<file path="config.mk">
export PLATFORM = sky130hd
export DESIGN_NAME = instr_fetch_flat
export DESIGN_NICKNAME = d
export VERILOG_FILES = /design/src/rtl/instr_fetch_pkg.sv /design/src/rtl/instr_fetch_if.sv /design/src/rtl/instr_fetch.sv /design/src/flat_wrapper.sv
export SDC_FILE = /design/constraint.sdc
export NUM_CORES = 1
export LEC_CHECK = 0
export ABC_AREA = 1
export CAP_MARGIN = 20
export CORE_AREA = 2 2 84 94
export CTS_CLUSTER_DIAMETER = 80
export DETAILED_ROUTE_END_ITERATION = 8
export DIE_AREA = 0 0 86 96
export PLACE_DENSITY = 0.78
export SLEW_MARGIN = 30
export SYNTH_ARGS = -nofsm -noshare
export SYNTH_HDL_FRONTEND = slang
export SYNTH_SLANG_ARGS = --single-unit
</file>
<file path="constraint.sdc">
create_clock -name clk -period 2.85 [get_ports clk]
set_input_delay 0.855 -clock clk [delete_from_list [all_inputs] [get_ports clk]]
set_output_delay 0.855 -clock clk [all_outputs]
set_load 0.02 [all_outputs]
</file>
<file path="src/rtl/instr_fetch_pkg.sv">
// Fetch-stage shared types: FSM state encoding, NOP encoding, reset PC.
// Also holds the target alignment helper used by the fetch FSM.
package instr_fetch_pkg;

    typedef enum logic [1:0] {
        S_BOOT      = 2'd0,
        S_RUN       = 2'd1,
        S_LOAD_WAIT = 2'd2,
        S_HALT      = 2'd3
    } fetch_state_e;

    localparam logic [31:0] NOP_INSTR    = 32'h0000_0013;
    localparam logic [15:0] RESET_PC_DEF = 16'h0000;

    function automatic logic misaligned(input logic [15:0] pc);
        return pc[1:0] != 2'b00;
    endfunction

endpackage

</file>
<file path="src/rtl/instr_fetch_if.sv">
// Fetch bus: controller inputs, IMEM port and decode-side outputs.
// master = fetch stage, slave = controller/IMEM/decode side.
interface instr_fetch_if #(
    parameter int IMEM_AW = 14
);
    logic [15:0]        target_PC;
    logic               delay;
    logic               ecall;
    logic               resume;
    logic [IMEM_AW-1:0] imem_addr;
    logic [31:0]        imem_rdata;
    logic [15:0]        PC;
    logic [31:0]        instruction;
    logic               instr_valid;
    logic               halted;
    logic               fetch_err;
    logic [31:0]        instret;

    modport master (
        input  target_PC, delay, ecall, resume, imem_rdata,
        output imem_addr, PC, instruction, instr_valid,
        output halted, fetch_err, instret
    );

    modport slave (
        output target_PC, delay, ecall, resume, imem_rdata,
        input  imem_addr, PC, instruction, instr_valid,
        input  halted, fetch_err, instret
    );
endinterface

</file>
<file path="src/rtl/instr_fetch.sv">
// Fetch stage: PC register, IMEM address, load stall, ecall halt/resume,
// misaligned-target trap and retired-instruction counter. Ports: clk, rst_n, bus.
module instr_fetch
    import instr_fetch_pkg::*;
#(
    parameter logic [15:0] RESET_PC = RESET_PC_DEF,
    parameter int          IMEM_AW  = 14
) (
    input  logic             clk,
    input  logic             rst_n,
    instr_fetch_if.master    bus
);

    fetch_state_e state_q, state_d;
    logic [15:0]  pc_q, pc_d;
    logic         err_q, err_d;
    logic [31:0]  instret_q, instret_d;

    always_comb begin
        state_d   = state_q;
        pc_d      = pc_q;
        err_d     = err_q;
        instret_d = instret_q;
        unique case (state_q)
            S_BOOT: begin
                state_d = S_RUN;
            end
            S_RUN, S_LOAD_WAIT: begin
                if (misaligned(bus.target_PC)) begin
                    err_d   = 1'b1;
                    state_d = S_HALT;
                end else if (state_q == S_RUN && bus.ecall) begin
                    pc_d      = bus.target_PC;
                    instret_d = instret_q + 32'd1;
                    state_d   = S_HALT;
                end else if (state_q == S_RUN && bus.delay) begin
                    // Hold PC so the load is re-presented for its 2nd cycle.
                    state_d = S_LOAD_WAIT;
                end else begin
                    pc_d      = bus.target_PC;
                    instret_d = instret_q + 32'd1;
                    state_d   = S_RUN;
                end
            end
            S_HALT: begin
                if (bus.resume && !err_q) begin
                    state_d = S_RUN;
                end
            end
            default: begin
                state_d = S_BOOT;
            end
        endcase
    end

    always_ff @(posedge clk or negedge rst_n) begin
        if (!rst_n) begin
            state_q   <= S_BOOT;
            pc_q      <= RESET_PC;
            err_q     <= 1'b0;
            instret_q <= 32'd0;
        end else begin
            state_q   <= state_d;
            pc_q      <= pc_d;
            err_q     <= err_d;
            instret_q <= instret_d;
        end
    end

    // IMEM registers the read, so address it with next_pc to line up
    // imem_rdata with the PC register in the following cycle.
    assign bus.imem_addr   = pc_d[IMEM_AW+1:2];
    assign bus.PC          = pc_q;
    assign bus.instr_valid = (state_q == S_RUN) || (state_q == S_LOAD_WAIT);
    assign bus.halted      = (state_q == S_HALT);
    assign bus.fetch_err   = err_q;
    assign bus.instret     = instret_q;
    assign bus.instruction = bus.instr_valid ? bus.imem_rdata : NOP_INSTR;

endmodule

</file>
<file path="src/flat_wrapper.sv">
// flat-port wrapper written by rule: the top's interface ports become plain ports
module instr_fetch_flat import instr_fetch_pkg::*;
#(
    parameter logic [15:0] RESET_PC = RESET_PC_DEF,
    parameter int          IMEM_AW  = 14
)
  (clk, rst_n, bus_target_PC, bus_delay, bus_ecall, bus_resume, bus_imem_rdata, bus_imem_addr, bus_PC, bus_instruction, bus_instr_valid, bus_halted, bus_fetch_err, bus_instret);
  instr_fetch_if #(.IMEM_AW(IMEM_AW)) bus_i ();
  input  logic clk;
  input  logic rst_n;
  input wire logic [$bits(bus_i.target_PC)-1:0] bus_target_PC;
  input wire logic [$bits(bus_i.delay)-1:0] bus_delay;
  input wire logic [$bits(bus_i.ecall)-1:0] bus_ecall;
  input wire logic [$bits(bus_i.resume)-1:0] bus_resume;
  input wire logic [$bits(bus_i.imem_rdata)-1:0] bus_imem_rdata;
  output wire logic [$bits(bus_i.imem_addr)-1:0] bus_imem_addr;
  output wire logic [$bits(bus_i.PC)-1:0] bus_PC;
  output wire logic [$bits(bus_i.instruction)-1:0] bus_instruction;
  output wire logic [$bits(bus_i.instr_valid)-1:0] bus_instr_valid;
  output wire logic [$bits(bus_i.halted)-1:0] bus_halted;
  output wire logic [$bits(bus_i.fetch_err)-1:0] bus_fetch_err;
  output wire logic [$bits(bus_i.instret)-1:0] bus_instret;
  assign bus_i.target_PC = bus_target_PC;
  assign bus_i.delay = bus_delay;
  assign bus_i.ecall = bus_ecall;
  assign bus_i.resume = bus_resume;
  assign bus_i.imem_rdata = bus_imem_rdata;
  assign bus_imem_addr = bus_i.imem_addr;
  assign bus_PC = bus_i.PC;
  assign bus_instruction = bus_i.instruction;
  assign bus_instr_valid = bus_i.instr_valid;
  assign bus_halted = bus_i.halted;
  assign bus_fetch_err = bus_i.fetch_err;
  assign bus_instret = bus_i.instret;
  instr_fetch #(.RESET_PC(RESET_PC), .IMEM_AW(IMEM_AW)) u_core (.clk(clk), .rst_n(rst_n), .bus(bus_i));
endmodule
</file>
# --- Yosys cells after proc, flatten, opt, wreduce, memory -nomap -nowiden ---
# Index checks and enable logic that the tools add are counted.
totals:
  register_bits: 51
  inputBits: 53
  out_inout_bits: 97
classes:
  add_sub_neg: 1
  n_eq_ne: 5
  n_mux: 12
  bitwise_logic: 1
  reduce_logical: 10
op_table:
  columns: ["operator", "count"]
  rows:
  - ["$mux 32", 3]
  - ["$mux 16", 4]
  - ["$add 32x1->32 const B", 1]
  - ["$mux 2", 4]
  - ["$pmux 2 s3", 1]
  - ["$eq 2x2->1 const B", 2]
  - ["$ne 2x1->1 const B", 2]
  - ["$logic_and 1x1->1", 3]
  - ["$reduce_and 3->1", 1]
  - ["$eq 2x1->1 const B", 1]
  - ["$logic_not 2->1", 1]
  - ["$reduce_and 2->1", 1]
  - ["$reduce_bool 2->1", 1]
  - ["$reduce_or 2->1", 1]
  - ["$logic_not 1->1", 1]
  - ["$logic_or 1x1->1", 1]
  - ["$not 1->1", 1]

# --- Logic depth before layout (Yosys ltp) ---
depth:
  word_depth: 6
  ltp_mapped: 13

# --- Least setup slack after synthesis ---
# OpenSTA, ideal clock, no wires.
synth_path:
  kind: "input port to output port"
  from: "input port bus_target_PC[0]"
  to: "output port bus_imem_addr[10]"
  arrival_time_ns: 1.773
  path_slack_ns: 0.222
  path_stages: 6
  n_path_buf: 1
  path_cell_list: "nor2_2 -> nand2_4 -> nor2_8 -> buf_1 -> nand2_1 -> nand2_1"
synth_between:
  elab_chain_cells: 3
synth_lines:
  columns: ["element", "line", "rtl"]
  rows:
  - ["start: declaration", "flat_wrapper.sv:11", "input wire logic [$bits(bus_i.target_PC)-1:0] bus_target_PC;"]
  - ["$reduce_bool 2->1", "instr_fetch_pkg.sv:16", "return pc[1:0] != 2'b00;"]
  - ["$mux 16", "instr_fetch.sv:29", "if (misaligned(bus.target_PC)) begin"]
  - ["$mux 16", "instr_fetch.sv:24", "unique case (state_q)"]
  - ["end: declaration", "flat_wrapper.sv:16", "output wire logic [$bits(bus_i.imem_addr)-1:0] bus_imem_addr;"]
# No other way between the ends.

# --- Worst setup path after layout ---
layout_path:
  from: "input port bus_target_PC[0]"
  to: "output port bus_imem_addr[5]"
# Same word-level chain as after synthesis.

==> report_table.html <==
<table>
<tr><th>Metric</th><th>Value</th></tr>
<tr><th colspan="2">Outcome</th></tr>
<tr><td>Result of the run</td><td>finished, final reports clean</td></tr>
<tr><th colspan="2">Critical path</th></tr>
<tr><td>Critical-path top delay cell</td><td>sky130_fd_sc_hd__dlygate4sd2_1</td></tr>
<tr><td>Startpoint of the most critical register-to-register path</td><td>u_core.state_q[0]</td></tr>
<tr><td>Critical path buffer and inverter count</td><td>3</td></tr>
<tr><td>Capturing element type of the critical path</td><td>primary output</td></tr>
<tr><td>Startpoint type of the worst setup path</td><td>input pin</td></tr>
<tr><td>Kind of cell adding the most delay to the critical path</td><td>simple AND/OR/NAND/NOR gates</td></tr>
<tr><td>Critical Path AT</td><td>1.98 ns</td></tr>
<tr><td>Worst-path cell chain</td><td>dlygate4sd2_1, nor2_4, nand2_4, nor2_8, buf_4, nand2_1, nand2_1, buf_4</td></tr>
<tr><td>Critical Path RT</td><td>2.00 ns</td></tr>
<tr><td>Worst-case register-to-register setup slack</td><td>0.72 ns</td></tr>
<tr><td>Crit path from</td><td>bus_target_PC[0]</td></tr>
<tr><td>Largest fanout on the critical path</td><td>6</td></tr>
<tr><td>CP peak stage delay</td><td>0.26 ns</td></tr>
<tr><td>Class of the most critical setup path</td><td>in2out</td></tr>
<tr><td>Reg-to-reg critical path endpoint</td><td>u_core.bus.instret[14]</td></tr>
<tr><td>Count of cell instances traversed by the critical path</td><td>8</td></tr>
<tr><td>Cell count of the worst reg-to-reg path</td><td>11</td></tr>
<tr><td>Capture point of the critical path</td><td>bus_imem_addr[5]</td></tr>
<tr><th colspan="2">Routing</th></tr>
<tr><td>Violation count after the first detailed-route iteration</td><td>117</td></tr>
<tr><td>Via count</td><td>3006</td></tr>
<tr><td>Post-detailed-route wirelength per cell</td><td>13.97 um</td></tr>
<tr><td>Post-detailed-route via-to-cell ratio</td><td>4.719</td></tr>
<tr><td>Pre-Repair DR Iteration Count</td><td>6</td></tr>
<tr><td>Routed wire length</td><td>8899 um</td></tr>
<tr><td>ANT nets after route</td><td>0</td></tr>
<tr><td>Residual DRC count</td><td>0</td></tr>
<tr><th colspan="2">Synth</th></tr>
<tr><td>Seq cells post-synth</td><td>51</td></tr>
<tr><td>Register area share after synthesis</td><td>45.15%</td></tr>
<tr><td>Total number of yosys warnings</td><td>0</td></tr>
<tr><td>Post-Syn Area per Cell</td><td>7.419 sq um</td></tr>
<tr><td>Area share of the largest cell type after synthesis</td><td>45.15%</td></tr>
<tr><td>Leading cell types by total area after synthesis</td><td>sky130_fd_sc_hd__dfrtp_1 45%, sky130_fd_sc_hd__nand2_1 17%, sky130_fd_sc_hd__nor2_1 8.5%</td></tr>
<tr><td>Synth area leader</td><td>sky130_fd_sc_hd__dfrtp_1</td></tr>
<tr><td>Synthesized area</td><td>2826 sq um</td></tr>
<tr><td>Cell variety after synth</td><td>29</td></tr>
<tr><td>Mapped Cells</td><td>381</td></tr>
<tr><td>Net count after synthesis</td><td>437</td></tr>
<tr><th colspan="2">Finish</th></tr>
<tr><td>Total number of nets in the final design</td><td>605</td></tr>
<tr><td>Core occupancy in the finished layout</td><td>63.14%</td></tr>
<tr><td>Antenna diode count</td><td>0</td></tr>
<tr><td>Synthesis-to-finish area growth</td><td>63.26%</td></tr>
<tr><td>Share of post-route cells with drive strength above 1</td><td>12.36%</td></tr>
<tr><th colspan="2">Global routing</th></tr>
<tr><td>Wire length of the first global-routing pass</td><td>14380 um</td></tr>
<tr><td>Total congestion overflow</td><td>0</td></tr>
<tr><td>Initial antenna violation count</td><td>0</td></tr>
<tr><td>Vias in the first global route</td><td>3092</td></tr>
<tr><td>Pin count of the biggest net entering global routing</td><td>52</td></tr>
<tr><td>Total routing resource utilization after global routing</td><td>22.25%</td></tr>
<tr><th colspan="2">Die</th></tr>
<tr><td>Horizontal die dimension</td><td>86 um</td></tr>
<tr><td>Starting density of the core</td><td>38.67%</td></tr>
<tr><td>Total number of placement rows</td><td>33</td></tr>
<tr><td>Chip height</td><td>96 um</td></tr>
<tr><td>Area inside the core boundary</td><td>7308 sq um</td></tr>
<tr><td>I/O pins</td><td>150</td></tr>
<tr><td>Die area</td><td>8256 sq um</td></tr>
<tr><th colspan="2">Hold path</th></tr>
<tr><td>Cell count of the worst hold path</td><td>2</td></tr>
<tr><td>Min-Delay Path Class</td><td>reg2reg</td></tr>
<tr><th colspan="2">Placement</th></tr>
<tr><td>Total of buffers placed on input and output ports</td><td>149</td></tr>
<tr><td>HPWL after detailed placement</td><td>6733 um</td></tr>
<tr><td>Final weighted congestion in routability-driven placement</td><td>0.8701</td></tr>
<tr><th colspan="2">CTS</th></tr>
<tr><td>Clock transition at the registers of the reported paths</td><td>0.10 ns</td></tr>
<tr><td>CTS Root Cell</td><td>sky130_fd_sc_hd__clkbuf_8</td></tr>
<tr><td>Clock Latency Late Sink</td><td>0.31 ns</td></tr>
<tr><td>Clock Sinks</td><td>51</td></tr>
<tr><td>Clk buf depth</td><td>2</td></tr>
<tr><td>Depth of the CTS H-tree</td><td>2</td></tr>
<tr><td>Clock tree from TritonCTS</td><td>yes</td></tr>
<tr><td>Clock buffer count from CTS</td><td>5</td></tr>
<tr><th colspan="2">Job</th></tr>
<tr><td>Max-cap violations</td><td>0</td></tr>
<tr><th colspan="2">Power</th></tr>
<tr><td>Power density of the placed cells</td><td>710.1 nW/um^2</td></tr>
<tr><td>Highest ir drop seen on vdd</td><td>0.5666 mV</td></tr>
<tr><td>Reported leakage power</td><td>2.348 nW</td></tr>
<tr><td>Total power consumption of the routed design</td><td>3.277 mW</td></tr>
<tr><th colspan="2">Timing</th></tr>
<tr><td>Transition time at the pin with the least slew margin</td><td>0.6517 ns</td></tr>
<tr><td>Setup Skew</td><td>0.01162 ns</td></tr>
<tr><td>Share of the clock period used by the worst path</td><td>99.53%</td></tr>
<tr><td>Worst hold slack across all endpoints</td><td>0.5047 ns</td></tr>
<tr><td># setup viols final</td><td>0</td></tr>
<tr><td>Fin. Hold Viols</td><td>0</td></tr>
<tr><td>Number of pins with negative max-slew slack in the final report</td><td>0</td></tr>
<tr><td>Min Clock Period, post-route</td><td>2.837 ns</td></tr>
<tr><td>Maximum clock frequency</td><td>352.5 MHz</td></tr>
<tr><td>Tightest slew margin relative to the limit</td><td>56.56%</td></tr>
<tr><td>RSZ-0062 raised after global routing</td><td>true</td></tr>
</table>
## how the worst min path moves through the flow
stage / startpoint / endpoint / slack [ns]
6_report: u_core.bus.PC[9] / u_core.bus.PC[9] / 0.50
5_1_grt: u_core.bus.PC[1] / u_core.bus.PC[1] / 0.54
4_1_cts: u_core.bus.PC[12] / u_core.bus.PC[12] / 0.51
3_5_place_dp: u_core.bus.PC[9] / u_core.bus.PC[9] / 0.48
3_3_place_gp: u_core.bus.instret[31] / u_core.bus.instret[31] / 0.47
2_1_floorplan: u_core.state_q[1] / u_core.state_q[1] / 0.54
## worst min-delay path: stages (launching register included)
cell and delay (ns):
sky130_fd_sc_hd__dfrtp_1 0.36, sky130_fd_sc_hd__nand2_1 0.05, sky130_fd_sc_hd__nand2_1 0.06
## cells in the final DEF (no fill, tap or decap), types with 2 or more instances in the layout
cell type	n
sky130_fd_sc_hd__buf_2	9
sky130_fd_sc_hd__buf_4	17
sky130_fd_sc_hd__buf_6	6
sky130_fd_sc_hd__clkbuf_8	6
sky130_fd_sc_hd__clkdlybuf4s50_1	98
sky130_fd_sc_hd__dfrtp_1	51
sky130_fd_sc_hd__dlygate4sd2_1	36
sky130_fd_sc_hd__ha_1	3
sky130_fd_sc_hd__inv_1	57
sky130_fd_sc_hd__nand2_1	118
sky130_fd_sc_hd__nand2_2	7
sky130_fd_sc_hd__nand2_8	2
sky130_fd_sc_hd__nand3_1	14
sky130_fd_sc_hd__nand3b_1	8
sky130_fd_sc_hd__nand4_1	7
sky130_fd_sc_hd__nor2_1	64
sky130_fd_sc_hd__nor2_2	3
sky130_fd_sc_hd__nor2_4	6
sky130_fd_sc_hd__o21ai_0	3
sky130_fd_sc_hd__or2_2	3
sky130_fd_sc_hd__xnor2_1	8
sky130_fd_sc_hd__xor2_1	11
## power breakdown
part | total, mW | leakage [nW] | internal (mW) | switching (mW)
Clock | 0.450 | 0.0484 | 0.200 | 0.250
Combinational | 1.86 | 1.63 | 0.778 | 1.09
Sequential | 0.962 | 0.668 | 0.859 | 0.103
## cell usage after synthesis, drive strengths merged
| cell | instances |
|---|---|
| a31oi | 1 |
| and3 | 1 |
| buf | 5 |
| clkbuf | 3 |
| clkinv | 1 |
| dfrtp | 51 |
| ha | 3 |
| inv | 59 |
| nand2 | 127 |
| nand3 | 16 |
| nand3b | 8 |
| nand4 | 7 |
| nor2 | 73 |
| nor3 | 1 |
| o21ai | 3 |
| or2 | 3 |
| xnor2 | 8 |
| xor2 | 11 |
## through the flow
step	setup slack [ns]	cells	instance area (sq um)	TNS, ns
after CTS	0.001171	636	4633	0
after global placement	-0.6247	619	4447	-10.05
after floorplan	0.2218	381	2826	0
after detailed placement	-0.6560	619	4447	-10.50
after global routing	-0.04590	637	4614	-0.1279
final	0.01333	637	4614	0
## layer usage
metal  part of all wire, %  vias to the layer above  wire length [um]  global-route usage [%]
met5                     0                        -                 0                       0
met4                   3.2                        0               284                   8.598
met3                   8.8                       20               787                   6.261
met2                    52                      139              4606                   41.99
met1                    36                     1372              3221                   23.25
li1                      -                     1475                 -                       -
## final cells by class
class	instances	area, sq um
fillers	632	2694
repair buffers	167	1556
multi-input cells	264	1341
flip-flops and latches	51	1276
inverters	60	236.5
well taps	87	108.9
clock buffers	7	86.33
clock inverters	1	8.758
## what timing repair did
| action | in CTS | in global routing |
|---|---|---|
| buffers inserted | 7 | 1 |
| cloned | 2 | 0 |
| pin swaps | 7 | 4 |
| hold endpoints to repair | 0 | 0 |
| endpoints found under the setup margin | 46 | 13 |
| hold buffers | 0 | 0 |
| resized for setup | 104 | 16 |
## cell families after synthesis
kind of cell / after synthesis / synth area share, %
AO/OA/AOI/OAI: 4 / 0.7525
XOR/XNOR: 19 / 5.888
adder cells (fa/ha/maj): 3 / 1.328
buffers and inverters: 68 / 9.783
flip-flops: 51 / 45.15
AND/OR/NAND/NOR: 236 / 37.10
## registers in the layout (all words and copies together), names as in the netlist
signal,cells
u_core.state_q,2
u_core.bus.fetch_err,1
u_core.bus.instret,32
u_core.bus.PC,16
Power figures use the tool's default switching activity.
==> edit, RTL diff (same flow settings) <==
Re-encode `fetch_state_e` (4 states) as one-hot, 4 bits wide.
--- a/src/rtl/instr_fetch_pkg.sv
+++ b/src/rtl/instr_fetch_pkg.sv
@@ -4,7 +4,7 @@
 
-    typedef enum logic [1:0] {
-        S_BOOT      = 2'd0,
-        S_RUN       = 2'd1,
-        S_LOAD_WAIT = 2'd2,
-        S_HALT      = 2'd3
+    typedef enum logic [3:0] {
+        S_BOOT      = 4'b0001,
+        S_RUN       = 4'b0010,
+        S_LOAD_WAIT = 4'b0100,
+        S_HALT      = 4'b1000
     } fetch_state_e;
Behaviour: no difference found for any inputs over 10 cycles, from zero or initial values and one cycle with rst_n low; not proved beyond that.
==> edit against the unedited design <==
  * Non-clock buffer count down 2
  * Fmax up 2.8%
  * Cell area up 9.0%
  * Worst setup slack better by 0.078 ns
  * Routed wire length up 5.8%
  * Sequential cell count up 2
  * Highest routed layer unchanged
  * First-iteration DRC count up 6.0%
  * Sequential share of layout area down 1.3 points
  * Core utilization up 5.7 points
  * Area after synthesis up 14%
Power is not compared: it rests on default switching activity, and its combinational part moved more than twofold at a synthesized area within 25%.
==> edit: results (changes against the unedited design) <==
synth_area_leaders: "dfrtp_1 (41%), nand2_1 (24%), nor2_1 (9.5%)"
worst-r2r-cell-count: 12  # +1
grt_pass1_wl_um: 15600  # +8.2%
max_slew_margin: 0.723  # +0.158
hold_end: "u_core.bus.fetch_err"
grt_use_total: 0.234  # +0.0118
endpoint: "bus_imem_addr[10]"
grt_pass1_vias: 3563  # +15%
dpl_cell_area_um2: 4820  # +8.4%
met2_length_um: 4640  # +0.72%
crit_arrival_ns: 1.90  # -0.08 ns
path_max_fanout: 4  # -2
cts_resized: 115  # +11%
drive_above_1_share: 0.104  # -0.0195
cts_setup_buffers: 6  # -1
crit-reg2reg-capture: "u_core.bus.instret[17]"
detail_route.first_pass.iterations: 4  # -2
drt-met1-wl_um: 3620  # +12%
grt_max_degree: 41  # -21%
gr-usage-met2: 0.435  # +0.0149
fin_nets: 706  # +17%
worstReg2RegStart: "u_core.state_q[0]"
gp_routability_congestion: 0.852  # -2.1%
run_status: "finished clean"
seq_area_frac_synth: 0.413  # -0.0382
place_hpwl_um: 7060  # +4.9%
skew_ns: 0.00492  # -0.00670 ns
met1_usage: 0.255  # +0.0226
ys_types: 25  # -14%
syn_nets: 544  # +24%
gr-usage-met3: 0.0738  # +0.0111
dr.first_iter.drc_count: 124  # +6.0%
vias: 3547  # +18%
edit: power by group through the flow:
stage          combinational (W)  clock (W)  sequential (W)
2_1_floorplan         0.00000891          0        0.000766
3_3_place_gp           0.0000986          0        0.000766
3_5_place_dp            0.000100          0        0.000766
4_1_cts                0.0000996   0.000545        0.000751
5_1_grt                 0.000108   0.000578        0.000752
6_report               0.0000984   0.000534        0.000751
edit: per-stage QoR:
| stage | power, W | utilization | hold WS (ns) | worst slack, ns | std cells |
|---|---|---|---|---|---|
| after floorplan | 0.000775 | - | 0.559 | 0.232 | 490 |
| after global placement | 0.000865 | 0.659 | 0.468 | -0.599 | 723 |
| after detailed placement | 0.000867 | 0.659 | 0.483 | -0.659 | 723 |
| after CTS | 0.00140 | 0.678 | 0.504 | -0.170 | 739 |
| after global routing | 0.00144 | 0.688 | 0.527 | 0.0138 | 740 |
| final | 0.00138 | 0.688 | 0.498 | 0.0918 | 740 |
edit: kinds of logic (layout without fill, tap and decap cells):
logic type | Yosys count | after routing | synth area share
and+or+nand+nor | 340 | 341 | 0.443
buffers and inverters | 79 | 241 | 0.103
adders and majority gates | 1 | 1 | 0.00389
AOI/OAI and AO/OA | 8 | 8 | 0.0125
DFF | 53 | 53 | 0.413
xor gates and xnor gates | 9 | 9 | 0.0245
edit: cell type report:
cell class                      count  area share
Sequential cell                    53       0.264
Tap cell                           87      0.0216
Timing Repair Buffer              165       0.317
Timing Repair inverter              1     0.00149
Clock buffer                        7      0.0172
Multi-Input combinational cell    359       0.322
Inverter                           67      0.0507
Clock inverter                      1     0.00597
edit: critical path, stage by stage:
cell and delay (ns):
clkdlybuf4s15_1 0.18, nand4_1 0.17, inv_2 0.12, nor2_4 0.18, buf_6 0.14, nand2_2 0.05, nand2_2 0.07, buf_6 0.11
